$ cat src/rtl/eaglesong_pkg.sv
// Shared constants, FSM encoding and rotate helper for the Eaglesong
// circulant-mix datapath.
package eaglesong_pkg;

  localparam int EAGLESONG_NUM_WORDS      = 16;
  localparam int EAGLESONG_WORD_WIDTH     = 32;
  localparam int EAGLESONG_STATE_WIDTH    = 512;
  localparam int EAGLESONG_COEFS_PER_WORD = 3;

  typedef enum logic [1:0] {
    ST_IDLE = 2'd0,
    ST_RUN  = 2'd1,
    ST_DONE = 2'd2
  } es_state_e;

  // A doubled copy makes the circular shift a plain slice, so an amount
  // of zero falls out naturally as the identity.
  function automatic logic [31:0] rotl32(input logic [31:0] x, input logic [4:0] n);
    logic [63:0] d;
    d = {x, x} << n;
    return d[63:32];
  endfunction

endpackage

$ cat src/rtl/eaglesong_coefficients.sv
// Eaglesong circulant rotation amounts, three per state word (48 entries).
module eaglesong_coefficients (
  input  logic [5:0] index,
  output logic [4:0] coef
);

  always_comb begin
    coef = 5'd0;
    case (index)
      6'd0:  coef = 5'd0;   6'd1:  coef = 5'd2;   6'd2:  coef = 5'd4;
      6'd3:  coef = 5'd0;   6'd4:  coef = 5'd13;  6'd5:  coef = 5'd22;
      6'd6:  coef = 5'd0;   6'd7:  coef = 5'd4;   6'd8:  coef = 5'd19;
      6'd9:  coef = 5'd0;   6'd10: coef = 5'd3;   6'd11: coef = 5'd14;
      6'd12: coef = 5'd0;   6'd13: coef = 5'd27;  6'd14: coef = 5'd31;
      6'd15: coef = 5'd0;   6'd16: coef = 5'd3;   6'd17: coef = 5'd8;
      6'd18: coef = 5'd0;   6'd19: coef = 5'd17;  6'd20: coef = 5'd26;
      6'd21: coef = 5'd0;   6'd22: coef = 5'd3;   6'd23: coef = 5'd12;
      6'd24: coef = 5'd0;   6'd25: coef = 5'd18;  6'd26: coef = 5'd22;
      6'd27: coef = 5'd0;   6'd28: coef = 5'd12;  6'd29: coef = 5'd18;
      6'd30: coef = 5'd0;   6'd31: coef = 5'd4;   6'd32: coef = 5'd7;
      6'd33: coef = 5'd0;   6'd34: coef = 5'd4;   6'd35: coef = 5'd31;
      6'd36: coef = 5'd0;   6'd37: coef = 5'd12;  6'd38: coef = 5'd27;
      6'd39: coef = 5'd0;   6'd40: coef = 5'd7;   6'd41: coef = 5'd17;
      6'd42: coef = 5'd0;   6'd43: coef = 5'd7;   6'd44: coef = 5'd8;
      6'd45: coef = 5'd0;   6'd46: coef = 5'd1;   6'd47: coef = 5'd13;
      default: coef = 5'd0;
    endcase
  end

endmodule

$ cat src/rtl/eaglesong_word_mix.sv
// Combinational word mixer: XOR of three circular left rotations of one word.
module eaglesong_word_mix
  import eaglesong_pkg::*;
(
  input  logic [31:0] word_in,
  input  logic [4:0]  coef0,
  input  logic [4:0]  coef1,
  input  logic [4:0]  coef2,
  output logic [31:0] word_out
);

  always_comb begin
    word_out = rotl32(word_in, coef0) ^ rotl32(word_in, coef1) ^ rotl32(word_in, coef2);
  end

endmodule

$ cat src/rtl/eaglesong_circulant_stage.sv
// Sequential circulant-mix stage: mixes one 32-bit word of a 512-bit state
// per cycle, with valid/ready handshakes on input and output.
module eaglesong_circulant_stage
  import eaglesong_pkg::*;
#(
  parameter int NUM_WORDS  = EAGLESONG_NUM_WORDS,
  parameter int WORD_WIDTH = EAGLESONG_WORD_WIDTH
) (
  input  logic                              clk,
  input  logic                              reset,
  input  logic                              in_valid,
  output logic                              in_ready,
  input  logic [NUM_WORDS*WORD_WIDTH-1:0]   state_in,
  output logic                              out_valid,
  input  logic                              out_ready,
  output logic [NUM_WORDS*WORD_WIDTH-1:0]   state_out,
  output logic                              busy
);

  // Handshake: a transfer happens on a rising edge where valid && ready are
  // both high. in_ready is high only in IDLE; out_valid is high only in DONE
  // and state_out is held stable until the transfer completes.

  es_state_e   state_q, state_d;
  logic [3:0]  cnt_q, cnt_d;
  logic [NUM_WORDS*WORD_WIDTH-1:0] work_q, work_d;

  logic [5:0]  idx0, idx1, idx2;
  logic [4:0]  coef0, coef1, coef2;
  logic [31:0] cur_word, mix_word;

  always_comb begin
    idx0 = {2'b00, cnt_q} * 6'd3;
    idx1 = idx0 + 6'd1;
    idx2 = idx0 + 6'd2;
    cur_word = work_q[{cnt_q, 5'b00000} +: 32];
  end

  eaglesong_coefficients u_coef0 (.index(idx0), .coef(coef0));
  eaglesong_coefficients u_coef1 (.index(idx1), .coef(coef1));
  eaglesong_coefficients u_coef2 (.index(idx2), .coef(coef2));

  eaglesong_word_mix u_mix (
    .word_in  (cur_word),
    .coef0    (coef0),
    .coef1    (coef1),
    .coef2    (coef2),
    .word_out (mix_word)
  );

  always_comb begin
    state_d = state_q;
    cnt_d   = cnt_q;
    work_d  = work_q;
    case (state_q)
      ST_IDLE: begin
        if (in_valid) begin
          work_d  = state_in;
          cnt_d   = 4'd0;
          state_d = ST_RUN;
        end
      end
      ST_RUN: begin
        work_d[{cnt_q, 5'b00000} +: 32] = mix_word;
        if (cnt_q == 4'd15) begin
          cnt_d   = 4'd0;
          state_d = ST_DONE;
        end else begin
          cnt_d = cnt_q + 4'd1;
        end
      end
      ST_DONE: begin
        if (out_ready) begin
          state_d = ST_IDLE;
        end
      end
      default: state_d = ST_IDLE;
    endcase
  end

  // Reset clears the working register so an abandoned partial result never
  // appears on state_out.
  always_ff @(posedge clk) begin
    if (reset) begin
      state_q <= ST_IDLE;
      cnt_q   <= 4'd0;
      work_q  <= '0;
    end else begin
      state_q <= state_d;
      cnt_q   <= cnt_d;
      work_q  <= work_d;
    end
  end

  always_comb begin
    in_ready  = (state_q == ST_IDLE);
    out_valid = (state_q == ST_DONE);
    busy      = (state_q == ST_RUN);
    state_out = work_q;
  end

endmodule

$ cat config.mk
export PLATFORM = sky130hd
export DESIGN_NAME = eaglesong_circulant_stage
export DESIGN_NICKNAME = d
export VERILOG_FILES = /design/src/rtl/eaglesong_pkg.sv /design/src/rtl/eaglesong_coefficients.sv /design/src/rtl/eaglesong_word_mix.sv /design/src/rtl/eaglesong_circulant_stage.sv
export SDC_FILE = /design/constraint.sdc
export NUM_CORES = 2
export LEC_CHECK = 0
export ABC_CLOCK_PERIOD_IN_PS = 8200
export BUFFER_PORTS_ARGS = -buffer_cell sky130_fd_sc_hd__buf_2
export CORE_AREA = 10 10 388 390
export DETAILED_ROUTE_END_ITERATION = 12
export DIE_AREA = 0 0 398 400
export PLACE_DENSITY = 0.44
export SLEW_MARGIN = 20
export SYNTH_ARGS = -nofsm -noshare
export SYNTH_HDL_FRONTEND = slang
export SYNTH_HIERARCHICAL = 1
export SYNTH_SLANG_ARGS = --single-unit
export TNS_END_PERCENT = 10
$ cat constraint.sdc
create_clock -name clk -period 8.2 [get_ports clk]
set_clock_uncertainty 0.1 [all_clocks]
set_input_delay 1.64 -clock clk [delete_from_list [all_inputs] [get_ports clk]]
set_output_delay 1.64 -clock clk [all_outputs]
set_load 0.005 [all_outputs]
==> results by group <==
Yosys
  • Top cell type's share of synthesized area: 28.0%
  • Most area-hungry cell type in the Yosys netlist: dfxtp_1
  • Seq/Total Area, Yosys: 28.0%
  • Yosys Warn Count: 6
  • Cell area after synthesis: 0.0370 mm^2
  • Post-Syn Nets: 4243
  • Ys flop type: dfxtp_1
  • Most area-consuming cells after synthesis: dfxtp_1, mux4_2, a32oi_1, clkbuf_1, a22oi_1
  • #FFs+latches synth: 518
  • Cells after synthesis: ~3700
  • Post-synth EDFFs: 0
  • Synthesized area per cell: 10.0 um^2
  • Post-synth ARST share: 0%
  • Synth unique cells: 83

Timing
  • Final period utilization: 92.0%
  • Final setup viols: 0
  • Hold WS: around 380 ps
  • FMAX: 133 MHz
  • Relative slew slack: 13.3%
  • Final slew viol count: 0
  • Shortest period the worst path allows: 7540 ps
  • Final worst slack: 657 ps
  • Final hold vios: 0
  • Unrepaired setup endpoints after global routing: false
  • Fin Setup TNS: 0 ps
  • Slew @ Worst Pin: 1300 ps

Floorplanning
  • Core ar.: 0.143 mm^2
  • IO Pins: 1031
  • Die Wd: 398 um
  • Die Height: 400 um
  • Die footprint: 0.159 mm^2
  • Floorplan row count: 139
  • Initial core utilization: around 26%

Placed design
  • Placed cell area: 0.0440 mm^2
  • Placed cells: 6202
  • I/O Buffers: 1030
  • DPL Wire Length: about 210 mm
  • Gpl congestion: between 0.9 and 1
  • Worst slack, placed: 894 ps

Clock tree
  • Sink Count: 518
  • CTS tree: done
  • H-Tree Depth: 3
  • PostCTS Resize Cnt: 0
  • Clk_lat worst skew: 700 ps
  • Inserted Clock Buffers: just over 70
  • Hold-fix buffers at CTS: 0
  • Number of post-CTS setup repair buffers: 0
  • Clk buf depth: 3
  • Clk root buf: clkbuf_16
  • CTS clk-pin slew, worst paths: 60 ps

Critical path
  • WP data arrival: 8020 ps
  • CP max FO: 32
  • Worst EP required: 8670 ps
  • Crit Path Category: reg -> reg
  • Crit end category: flop
  • Startpoint Class: flop

Drt
  • Drt pass-1 iters: 6
  • Routed wire length: 283 mm
  • DR iter-0 viols: roughly 5600
  • Post-DRT Antenna Nets: 0
  • Via Count: 42600
  • Drt drc: 0
  • Vias per cell: ~6.7
  • Wire per inst: ~44 um

Cells and area
  • Nets@finish: 4920
  • Most common cell after layout, fill and taps aside: buf_2
  • Post-route cell area: 0.0464 mm^2
  • Layout cells sized above 1: 40.8%
  • Most frequent cells in the layout: buf_2, dfxtp_1, mux4_2
  • Area delta synth->final: 25.5%
  • Non-filler cells, final: 6386

Pwr
  • Int Pwr: between 6 and 7 mW
  • Clk pwr share: between 20 and 30%
  • Sequential share of power: 26.3%
  • Sw Pwr: between 5 and 6 mW
  • Logic pwr share: 45.6%
  • Pleak: 17.3 nW
  • Peak VDD IR: 0.148 mV
  • Switch share: 45.8%
  • PD cells: 246 mW/mm^2

Outcome
  • Status: complete, no violations

GRT
  • Global-route wire length before repair: 376 mm
  • Total GRT Usage: between 30% and 40%
  • Global route overflow: 0
  • Vias in the first global route: 40700
  • Initial antenna violation count: 96
  • Largest net degree at the start of global routing: between 150 and 200

Job
  • Maximum Capacitance Violations: 0

Hold path
  • Min-delay worst type: reg -> reg
[cell usage after synthesis, types with 4 or more instances]
cell type,n
nor2_1,117
buf_4,14
clkbuf_8,4
a22oi_1,195
nand3_1,136
buf_2,110
o311ai_0,128
nand2b_1,11
or2_2,5
xnor2_1,42
buf_6,17
buf_1,36
mux2i_1,107
a31oi_1,97
nor3_1,68
nand2b_2,5
a32oi_1,193
a22oi_2,60
a41o_1,32
a221oi_2,61
a221oi_1,43
dfxtp_1,518
nor4_1,66
inv_1,18
and3_1,67
xor2_1,37
nor2b_1,14
o21ai_0,16
a21oi_1,181
o211ai_1,37
o21ai_1,4
mux4_1,34
a211oi_1,134
o31ai_1,4
clkbuf_1,407
mux4_2,288
nand2_1,148
a21o_1,5
nand4_1,67
ha_1,30
a221o_1,64
[metrics by stage]
step	util [%]	power, mW
6_report	32.5	11.4
5_1_grt	32.5	11.6
4_1_cts	32.4	11.3
3_5_place_dp	30.8	8.10
3_3_place_gp	30.8	8.09
2_1_floorplan	-	5.29
[cell families (layout without fill, tap and decap cells)]
logic type                 after synthesis  after routing  synth area share [%]
and+or+nand+nor                        728            728                  9.96
muxes                                  432            432                  22.9
other                                    0             59                     0
AOI/OAI and AO/OA                     1294           1294                  28.8
adders and majority gates               31             31                  1.07
buffers and inverters                  614           1342                  7.33
xor gates and xnor gates                79             79                  1.87
DFF                                    518            518                  28.0
[sequential cells by signal, summed over array words and instances (netlist names)]
name	cells
state_q	2
state_out	512
cnt_q	4
[worst max-delay path, stage by stage, from the launching register on]
cell      delay [ps]
dfxtp_1          750
inv_2            310
ha_1             410
xor2_1           550
buf_4            350
nand3_1          130
xnor2_1          700
a221oi_1         190
o32ai_4          300
buf_12           280
mux4_2           550
mux2i_1          490
mux4_2           350
xor2_1           100
xnor2_2          870
buf_4            360
and3_1           200
a32oi_1          110
a211oi_1         280
[layer usage]
layer / GRT usage, % / routed length [um] / vias to the layer above
li1: - / - / 16700
met1: 38.3 / 101000 / 21900
met2: 53.6 / 129000 / 3090
met3: 9.32 / 26800 / 796
met4: 25.4 / 26100 / 62
met5: 0 / 409 / -
[worst paths after layout]
path,from,endpoint,slack (ps),cells past startpoint
setup reg to reg,cnt_q[2],state_out[320],660,18
hold reg to reg,state_out[8],state_out[8],380,2
hold / removal,state_out[8],state_out[8],380,2
setup / recovery,cnt_q[2],state_out[320],660,18
[final cells by class]
| class | count | area, um^2 |
|---|---|---|
| diodes | 59 | 148 |
| inverters | 22 | 82.6 |
| clock inverters | 17 | 229 |
| well taps | 1903 | 2380 |
| fillers | 14900 | 96400 |
| repair buffers | 1196 | 6640 |
| multi-input cells | 2564 | 24500 |
| flip-flops and latches | 518 | 10400 |
| clock buffers | 107 | 2050 |
[power groups by stage]
stage | registers [mW] | clock network [mW] | logic (mW)
4_1_cts | 2.98 | 3.23 | 5.09
3_3_place_gp | 3.03 | 0 | 5.06
5_1_grt | 3.00 | 3.33 | 5.27
2_1_floorplan | 2.92 | 0 | 2.37
3_5_place_dp | 3.03 | 0 | 5.07
6_report | 3.00 | 3.21 | 5.20
(Power assumes the default switching activity.)
